==> src/rtl/mtx_pkg.sv <==
// Shared definitions for the MTX control-plane sequencer: register map,
// CTRL field positions, unmapped-read constant and the access FSM states.
package mtx_pkg;

  localparam logic [7:0] OFF_CTRL     = 8'h00;
  localparam logic [7:0] OFF_CH_EN    = 8'h04;
  localparam logic [7:0] OFF_CH_START = 8'h08;
  localparam logic [7:0] OFF_CH_BUSY  = 8'h0C;
  localparam logic [7:0] OFF_CH_DONE  = 8'h10;
  localparam logic [7:0] OFF_ID       = 8'h14;
  localparam logic [7:0] OFF_ERR_CNT  = 8'h18;

  localparam int CTRL_GLOBAL_EN_BIT = 0;
  localparam int CTRL_IRQ_EN_BIT    = 1;

  localparam logic [31:0] RD_UNMAPPED = 32'hDEAD_BEEF;

  typedef enum logic [1:0] {
    IDLE   = 2'd0,
    ACCESS = 2'd1,
    RESP   = 2'd2
  } cp_state_e;

  function automatic logic [7:0] sat_inc8(input logic [7:0] v);
    return (v == 8'hFF) ? v : v + 8'd1;
  endfunction

endpackage

==> src/rtl/mtx_ch_seq.sv <==
// Per-channel sequencer: qualifies start requests, tracks busy and the
// sticky done flag raised when the MAPU reports completion.
module mtx_ch_seq (
  input  logic clk_i,
  input  logic rst_ni,
  input  logic req_i,
  input  logic allow_i,
  input  logic done_i,
  input  logic w1c_i,
  output logic start_o,
  output logic busy_o,
  output logic done_o
);

  logic start_q, start_d;
  logic busy_q, busy_d;
  logic done_q, done_d;

  // A start needs busy clear and a done event needs busy set, so the two
  // never coincide; a set of done beats a simultaneous W1C clear.
  always_comb begin
    start_d = req_i & allow_i & ~busy_q;
    busy_d  = busy_q;
    done_d  = done_q & ~w1c_i;
    if (done_i && busy_q) begin
      busy_d = 1'b0;
      done_d = 1'b1;
    end
    if (start_d) busy_d = 1'b1;
  end

  always_ff @(posedge clk_i or negedge rst_ni) begin
    if (!rst_ni) begin
      start_q <= 1'b0;
      busy_q  <= 1'b0;
      done_q  <= 1'b0;
    end else begin
      start_q <= start_d;
      busy_q  <= busy_d;
      done_q  <= done_d;
    end
  end

  assign start_o = start_q;
  assign busy_o  = busy_q;
  assign done_o  = done_q;

endmodule

==> src/rtl/mtx_cp_ctrl.sv <==
// Control-plane register block that starts MAPU channels and collects their
// completions; every access takes IDLE -> ACCESS -> RESP.
module mtx_cp_ctrl
  import mtx_pkg::*;
#(
  parameter int          NUM_CH = 32,
  parameter logic [31:0] ID_VAL = 32'h4D54_5801
) (
  input  logic              sys_clk,
  input  logic              sys_rst_n,
  input  logic              i_cp_vld,
  input  logic              i_cp_wr,
  input  logic [31:0]       i_cp_addr,
  input  logic [31:0]       i_cp_wdata,
  output logic              o_cp_rdy,
  output logic [31:0]       o_cp_rdata,
  input  logic              test_mode_en,
  output logic [NUM_CH-1:0] o_ch_en,
  output logic [NUM_CH-1:0] o_ch_start,
  input  logic [NUM_CH-1:0] i_ch_done,
  output logic              o_irq
);

  // Reset asserts immediately but is released two clock edges later, aligned to sys_clk.
  logic [1:0] rst_sync_q;
  logic       rst_n;

  always_ff @(posedge sys_clk or negedge sys_rst_n) begin
    if (!sys_rst_n) rst_sync_q <= 2'b00;
    else            rst_sync_q <= {rst_sync_q[0], 1'b1};
  end

  assign rst_n = rst_sync_q[1];

  cp_state_e         state_q, state_d;
  logic              wr_q;
  logic [31:0]       addr_q, wdata_q;
  logic [1:0]        ctrl_q;
  logic [NUM_CH-1:0] ch_en_q;
  logic [7:0]        err_cnt_q;
  logic              rdy_q, irq_q;
  logic [31:0]       rdata_q;
  logic [NUM_CH-1:0] busy, done;

  logic [7:0]  offset;
  logic        mapped, in_access, wr_hit, allow_all;
  logic        wr_ctrl, wr_chen, wr_start, wr_done;
  logic [31:0] rd_val;

  always_comb begin
    state_d = state_q;
    case (state_q)
      IDLE:    if (i_cp_vld) state_d = ACCESS;
      ACCESS:  state_d = RESP;
      RESP:    state_d = IDLE;
      default: state_d = IDLE;
    endcase
  end

  always_comb begin
    offset = addr_q[7:0];
    mapped = 1'b0;
    rd_val = '0;
    if (addr_q[1:0] == 2'b00 && addr_q[31:8] == 24'd0) begin
      mapped = 1'b1;
      case (offset)
        OFF_CTRL:     rd_val[1:0]        = ctrl_q;
        OFF_CH_EN:    rd_val[NUM_CH-1:0] = ch_en_q;
        OFF_CH_START: rd_val             = '0;
        OFF_CH_BUSY:  rd_val[NUM_CH-1:0] = busy;
        OFF_CH_DONE:  rd_val[NUM_CH-1:0] = done;
        OFF_ID:       rd_val             = ID_VAL;
        OFF_ERR_CNT:  rd_val[7:0]        = err_cnt_q;
        default:      mapped             = 1'b0;
      endcase
    end
    if (!mapped) rd_val = RD_UNMAPPED;
  end

  assign in_access = (state_q == ACCESS);
  assign wr_hit    = in_access & wr_q & mapped;
  assign wr_ctrl   = wr_hit & (offset == OFF_CTRL);
  assign wr_chen   = wr_hit & (offset == OFF_CH_EN);
  assign wr_start  = wr_hit & (offset == OFF_CH_START);
  assign wr_done   = wr_hit & (offset == OFF_CH_DONE);
  assign allow_all = ctrl_q[CTRL_GLOBAL_EN_BIT] & ~test_mode_en;

  // Request capture; only consumed in ACCESS, so no reset is needed.
  always_ff @(posedge sys_clk) begin
    if (state_q == IDLE && i_cp_vld) begin
      wr_q    <= i_cp_wr;
      addr_q  <= i_cp_addr;
      wdata_q <= i_cp_wdata;
    end
  end

  always_ff @(posedge sys_clk or negedge rst_n) begin
    if (!rst_n) begin
      state_q   <= IDLE;
      ctrl_q    <= '0;
      ch_en_q   <= '0;
      err_cnt_q <= '0;
      rdy_q     <= 1'b0;
      rdata_q   <= '0;
      irq_q     <= 1'b0;
    end else begin
      state_q <= state_d;
      if (wr_ctrl) ctrl_q <= wdata_q[1:0];
      if (wr_chen) ch_en_q <= wdata_q[NUM_CH-1:0];
      if (in_access && !mapped) err_cnt_q <= sat_inc8(err_cnt_q);
      rdy_q   <= in_access;
      rdata_q <= (in_access && !wr_q) ? rd_val : '0;
      irq_q   <= ctrl_q[CTRL_IRQ_EN_BIT] & (|done);
    end
  end

  for (genvar ii = 0; ii < NUM_CH; ii++) begin : g_ch
    mtx_ch_seq u_seq (
      .clk_i   (sys_clk),
      .rst_ni  (rst_n),
      .req_i   (wr_start & wdata_q[ii]),
      .allow_i (allow_all & ch_en_q[ii]),
      .done_i  (i_ch_done[ii]),
      .w1c_i   (wr_done & wdata_q[ii]),
      .start_o (o_ch_start[ii]),
      .busy_o  (busy[ii]),
      .done_o  (done[ii])
    );
  end

  assign o_cp_rdy   = rdy_q;
  assign o_cp_rdata = rdata_q;
  assign o_ch_en    = ch_en_q;
  assign o_irq      = irq_q;

endmodule

==> config.mk <==
export PLATFORM = sky130hd
export DESIGN_NAME = mtx_cp_ctrl
export DESIGN_NICKNAME = d
export VERILOG_FILES = /design/src/rtl/mtx_pkg.sv /design/src/rtl/mtx_ch_seq.sv /design/src/rtl/mtx_cp_ctrl.sv
export SDC_FILE = /design/constraint.sdc
export NUM_CORES = 1
export LEC_CHECK = 0
export ABC_AREA = 0
export CORE_MARGIN = 3
export CORE_UTILIZATION = 56
export CTS_CLUSTER_DIAMETER = 40
export CTS_CLUSTER_SIZE = 25
export DETAILED_ROUTE_END_ITERATION = 10
export GPL_TIMING_DRIVEN = 0
export HOLD_SLACK_MARGIN = 0.15
export PLACE_DENSITY_LB_ADDON = 0.25
export SYNTH_ARGS = -nofsm -noshare
export SYNTH_HDL_FRONTEND = slang
export SYNTH_SLANG_ARGS = --single-unit
==> constraint.sdc <==
create_clock -name sys_clk -period 10.9 [get_ports sys_clk]
set_clock_uncertainty 0.05 [all_clocks]
set_input_delay 2.18 -clock sys_clk [delete_from_list [all_inputs] [get_ports sys_clk]]
set_output_delay 2.18 -clock sys_clk [all_outputs]
set_load 0.05 [all_outputs]
======== After elaboration in Yosys (flattened, before gate mapping) ========
Cells that the tools add are included.
word-level totals
  register bits after elaboration ......... 241
  latch bits .............................. 0
  memory bits (writable) .................. 0
  bits in read-only memories .............. 0
  input bits .............................. 101
  output and inout port bits .............. 98
  word-level logic and storage cells ...... 566
  memories ................................ 0
cells by class
  add/sub/neg operators ................... 1
  $mul .................................... 0
  div/mod/pow operators ................... 0
  $lt $le $gt $ge ......................... 0
  equal/unequal tests ..................... 9
  shift-type cells ........................ 0
  muxes and demuxes ....................... 106
  bitwise operators ....................... 266
  reduce and logical (&&, ||, !) cells .... 77
operator list
  kind                                                  count
  AND 1 bit                                             200
  2-to-1 mux 1 bit                                      98
  2-to-1 mux 32 bit                                     3
  one-hot mux 24 bit (4 select lines)                   1
  inverter 1 bit                                        66
  nonzero test 2 bit                                    32
  logical AND 1 bit                                     36
  OR reduction 32 bit                                   1
  equality test 8 x 5 -> 1 bit (second input constant)  3
  zero test 24 bit                                      1
  one-hot mux 6 bit (4 select lines)                    1
  equality test 8 x 4 -> 1 bit (second input constant)  2
  one-hot mux 2 bit (6 select lines)                    1
  adder 8 x 1 -> 8 bit (second input constant)          1
  equality test 8 x 3 -> 1 bit (second input constant)  1
  equality test 8 bit (second input constant)           1
  zero test 8 bit                                       1
  OR reduction 7 bit                                    1
  zero test 2 bit                                       2
  one-hot mux 2 bit (2 select lines)                    1
  equality test 2 x 1 -> 1 bit (second input constant)  1
  zero test 1 bit                                       2
  2-to-1 mux 2 bit                                      1
  != test 2 bit (second input constant)                 1
  AND reduction 2 bit                                   1

======== Logic depth before layout (Yosys ltp) ========
  depth in word-level cells ............... 10
  mapped depth ............................ 7
  depth with buffers taken out ............ 5

======== Cells and area by module ========
From an unflattened synthesis, not the netlist that was laid out.
second synthesis, totals
  cells, all modules ...................... 792
  area, all modules ....................... 9945.8 µm²
modules (own cells, without submodules)
  module       instances  cells each  area each (µm²)  sequential area each (µm²)
  mtx_cp_ctrl  1          504         6582.6           3953.8
  mtx_ch_seq   32         9           105.1            75.1

======== Worst setup path after synthesis ========
No wires, ideal clock.
  path kind ............................... input to register
  start point ............................. input port i_cp_vld
  end point ............................... register addr_q[0] (enable)
  setup time .............................. 0.581 ns
  arrival ................................. 6.882 ns
  data required time ...................... 10.269 ns
  path slack .............................. 3.387 ns
  stages .................................. 1
  buffers on the path ..................... 0
  cell sequence ........................... nor3b_1
between the ends
  longest elaborated chain between the ends .. 1
ends and longest elaborated chain
  item                    RTL line           text
  start: declaration      mtx_cp_ctrl.sv:11  input logic i_cp_vld,
  logical AND 1 bit       mtx_cp_ctrl.sv:90  if (state_q == IDLE && i_cp_vld) begin
  end signal: assignment  mtx_cp_ctrl.sv:92  addr_q <= i_cp_addr;
  end: declaration        mtx_cp_ctrl.sv:37  logic [31:0] addr_q, wdata_q;
Every way passes these cells.
A chain may end at the register's enable or synchronous reset.

======== Worst setup path in the final report ========
  start point ............................. register ch_en_q[0] (netlist: o_ch_en[0])
  end point ............................... output port o_ch_en[0]
RTL lines
  item                      RTL line            text
  start: declaration        mtx_cp_ctrl.sv:39   logic [NUM_CH-1:0] ch_en_q;
  start signal: assignment  mtx_cp_ctrl.sv:109  if (wr_chen) ch_en_q <= wdata_q[NUM_CH-1:0];
  end: declaration          mtx_cp_ctrl.sv:18   output logic [NUM_CH-1:0] o_ch_en,
No word-level cell between the ends.

==> run summary <==
- **HPWL after detailed placement** 18600 um
- **width of the die** 139 um
- **average wire per cell in the routed design** 21.8 um
- **failing checks** capacitance limit
- **outcome** finished with violations
- **share of flip-flops with an asynchronous set or reset after synthesis** 73.0%
- **CTS-repair resized insts** 0
- **source of the critical timing path** o_ch_en[0]$_DFFE_PN0P_
- **final period demand of the worst path** 4.04 ns
- **startpoint of the worst hold path** rst_sync_q[0]$_DFF_PN0_
- **standard cell with the maximum stage delay on the critical path** clkdlybuf4s50_1
- **share of the cycle needed by the critical path after routing** 37.1%
- **flip-flop and latch count after synthesis** 241
- **worst-case setup margin in the final layout** 6.86 ns
- **# DRC** 0
- **vias per std cell** 6.09
- **insertion delay to the later sink of the worst-skew pair** 0.55 ns
- **hold violation count in the final report** 0
- **via count** 7596
- **Hold Path Class** reg2reg
- **total setup buffers inserted after CTS** 0
- **maximum fanout encountered on the critical timing path** 4
- **Max-Cap Viols** 1
- **endpoint arrival time on the critical path** 1.81 ns
- **Clock transition at path regs** 0.06 ns
- **top_reg_cell synth** dfrtp_1
- **CTS sink count** 241
- **number of antenna violations at the first check in global routing** 1
- **number of enable-type register cells in the synthesized netlist** 65
- **placement row count** 48
- **count of endpoints failing setup in the final report** 0
- **Syn Area/Cell** 13.2 sq um
- **startpoint-to-endpoint class of the critical path** reg2out
- **First-pass DRT Iterations** 5
- **TNS Setup** 0 ns
- **crit path buf inv count** 1
- **number of buffers added by the clock tree synthesis step** 31
- **number of input and output port buffers inserted** 198
- **PwrDens** 162 nW/um^2
- **Max IR drop VDD** 0.000115 V
- **critical path launch point type** register
- **slew of the pin with the lowest slew margin** 1.47 ns
- **nets in the synthesized netlist** 859
- **Worst Setup End Kind** output pin
- **total congestion overflow** 0
- **maximum clock insertion buffer count** 3
- **DIE AREA** 19400 sq um
- **Lkg Pwr** 5.45 nW
- **number of instances in the synthesized netlist** 757
- **drt initial violations** 737
- **antenna viol nets, final** 0
- **RR Startpoint** addr_q[7]$_DFFE_PP_
- **Syn Std Cell Area** 9970 sq um
- **dominant cell by count in the synthesized netlist** dfrtp_1
- **unrepaired setup endpoints after global routing** no
- **H-tree depth reported by CTS** 1
- **top cell type's share of synthesized area** 44.2%
- **cell taking the most area after synthesis** dfrtp_1
- **number of warnings issued by yosys** 0
- **count of hold buffers inserted by post-cts repair** 0
- **pre-CTS worst setup slack** 6.62 ns
- **longest individual stage delay on the worst path** 0.88 ns
- **count of boundary I/O pins** 199
- **WL final** 27200 um
- **overall routing resource usage** 27.7%
- **TritonCTS clock tree** done
- **vias in the first global route** 7928
- **post-synthesis cell type count** 58
- **required time of the worst setup path** 8.67 ns
- **effective utilization at floorplan** 57.4%
- **library cell used as clock root buffer** clkbuf_16
- **wire length of the first global-routing pass** 42600 um
- **Pins Over Slew Limit** 0
- **timing-limited maximum frequency** 248 MHz
- **commonest cells in the synthesized netlist** dfrtp_1, edfxtp_1, mux2_2
- **dominant cells by area after synthesis** dfrtp_1, edfxtp_1, mux2_2
- **relative area change from synthesis to final layout** 34.3%
- **layout net count** 1099
- **critical path cell sequence** clkdlybuf4s50_1
- **vertical die dimension** 139 um
- **core area** 17400 sq um
- **kind of cell adding the most delay to the critical path** buffers and inverters
- **slew margin rel.** 1.10%
- **gp weighted congestion** 0.873
- **pin count of the biggest net entering global routing** 62
- **fraction of final layout cells sized beyond drive strength 1** 17.4%
- **share of the yosys chip area belonging to registers** 63.8%
-- path summary, 6_finish.rpt --
path | slack, ns | cells past startpoint | endpoint
worst min register to register | 0.29 | 0 | rst_sync_q[1]$_DFF_PN0_
worst max register to register | 7.68 | 5 | o_cp_rdata[20]$_DFF_PN0_
worst min-delay path | 0.29 | 0 | rst_sync_q[1]$_DFF_PN0_
worst max-delay path | 6.86 | 1 | o_ch_en[0]
max in group asynchronous | 8.93 | 1 | rst_sync_q[1]$_DFF_PN0_
min in group asynchronous | 0.39 | 0 | g_ch[3].u_seq.start_o$_DFF_PN0_
-- per-stage QoR --
step           hold WS (ns)  total power, mW  instances  util (%)  cell area, sq um
2_1_floorplan         0.281             1.12        757         -              9970
3_3_place_gp          0.284             1.20       1180      70.5             12200
3_5_place_dp          0.288             1.21       1188      71.2             12400
4_1_cts               0.296             2.18       1246      77.1             13400
5_1_grt               0.309             2.25       1248      77.1             13400
6_report              0.291             2.17       1248      77.1             13400
-- logic make-up after synthesis --
family / count (synthesis) / synth area share (%)
flops: 241 / 63.8
simple gates: 226 / 13.1
compound gates: 156 / 12.5
buf+inv: 78 / 4.39
mux: 54 / 6.09
fa+ha+maj: 1 / 0.126
other cells: 1 / 0.0376
-- report_power, final --
| part | internal, mW | switching (mW) | leakage, nW |
|---|---|---|---|
| Sequential | 0.974 | 0.0355 | 3.04 |
| Combinational | 0.0814 | 0.103 | 1.92 |
| Clock | 0.577 | 0.404 | 0.490 |
| Total | 1.63 | 0.543 | 5.45 |
-- cell usage in the layout (no fill, tap or decap), types with 6 or more instances in the layout --
master           count
clkdlybuf4s50_1    198
dfrtp_1            175
edfxtp_1            65
mux2_2              53
nand2_1             44
nor2b_1             36
nor3_1              36
o31ai_1             36
buf_4               36
nand2b_1            35
a221o_1             32
clkbuf_16           32
clkbuf_1            29
o22ai_1             20
nor4_1              16
a22oi_1             14
a221oi_1            11
buf_2               10
nand4_1             10
nor2_1               9
o21ai_0              9
or2_2                8
a222oi_1             6
buf_6                6
-- sequential cells by signal, indices dropped and copies added (netlist names) --
| name | cells |
|---|---|
| g_ch.u_seq.done_o | 32 |
| rst_sync_q | 2 |
| wr_q | 1 |
| err_cnt_q | 8 |
| addr_q | 32 |
| o_ch_en | 32 |
| g_ch.u_seq.busy_o | 32 |
| ctrl_q | 2 |
| o_cp_rdy | 1 |
| o_irq | 1 |
| o_cp_rdata | 32 |
| wdata_q | 32 |
| g_ch.u_seq.start_o | 32 |
| state_q | 2 |
-- cell type report --
cell class                 count  area [sq um]
tap                          225           282
timing repair buffer         207          2110
inverter                       4          15.0
buffer                        74           423
fill                        1136          3970
clock buffer                  35           822
clock inverter                23           196
antenna                        1          2.50
multi-input combinational    438          3180
sequential                   241          6360
-- metal layers --
metal	track usage [%]	share of wire (%)	vias up
li1	-	-	3363
met1	36.4	39	3782
met2	46.4	50	403
met3	5.77	8.7	48
met4	9.47	2.3	0
met5	0	0	-
Power figures use the tool's default switching activity.
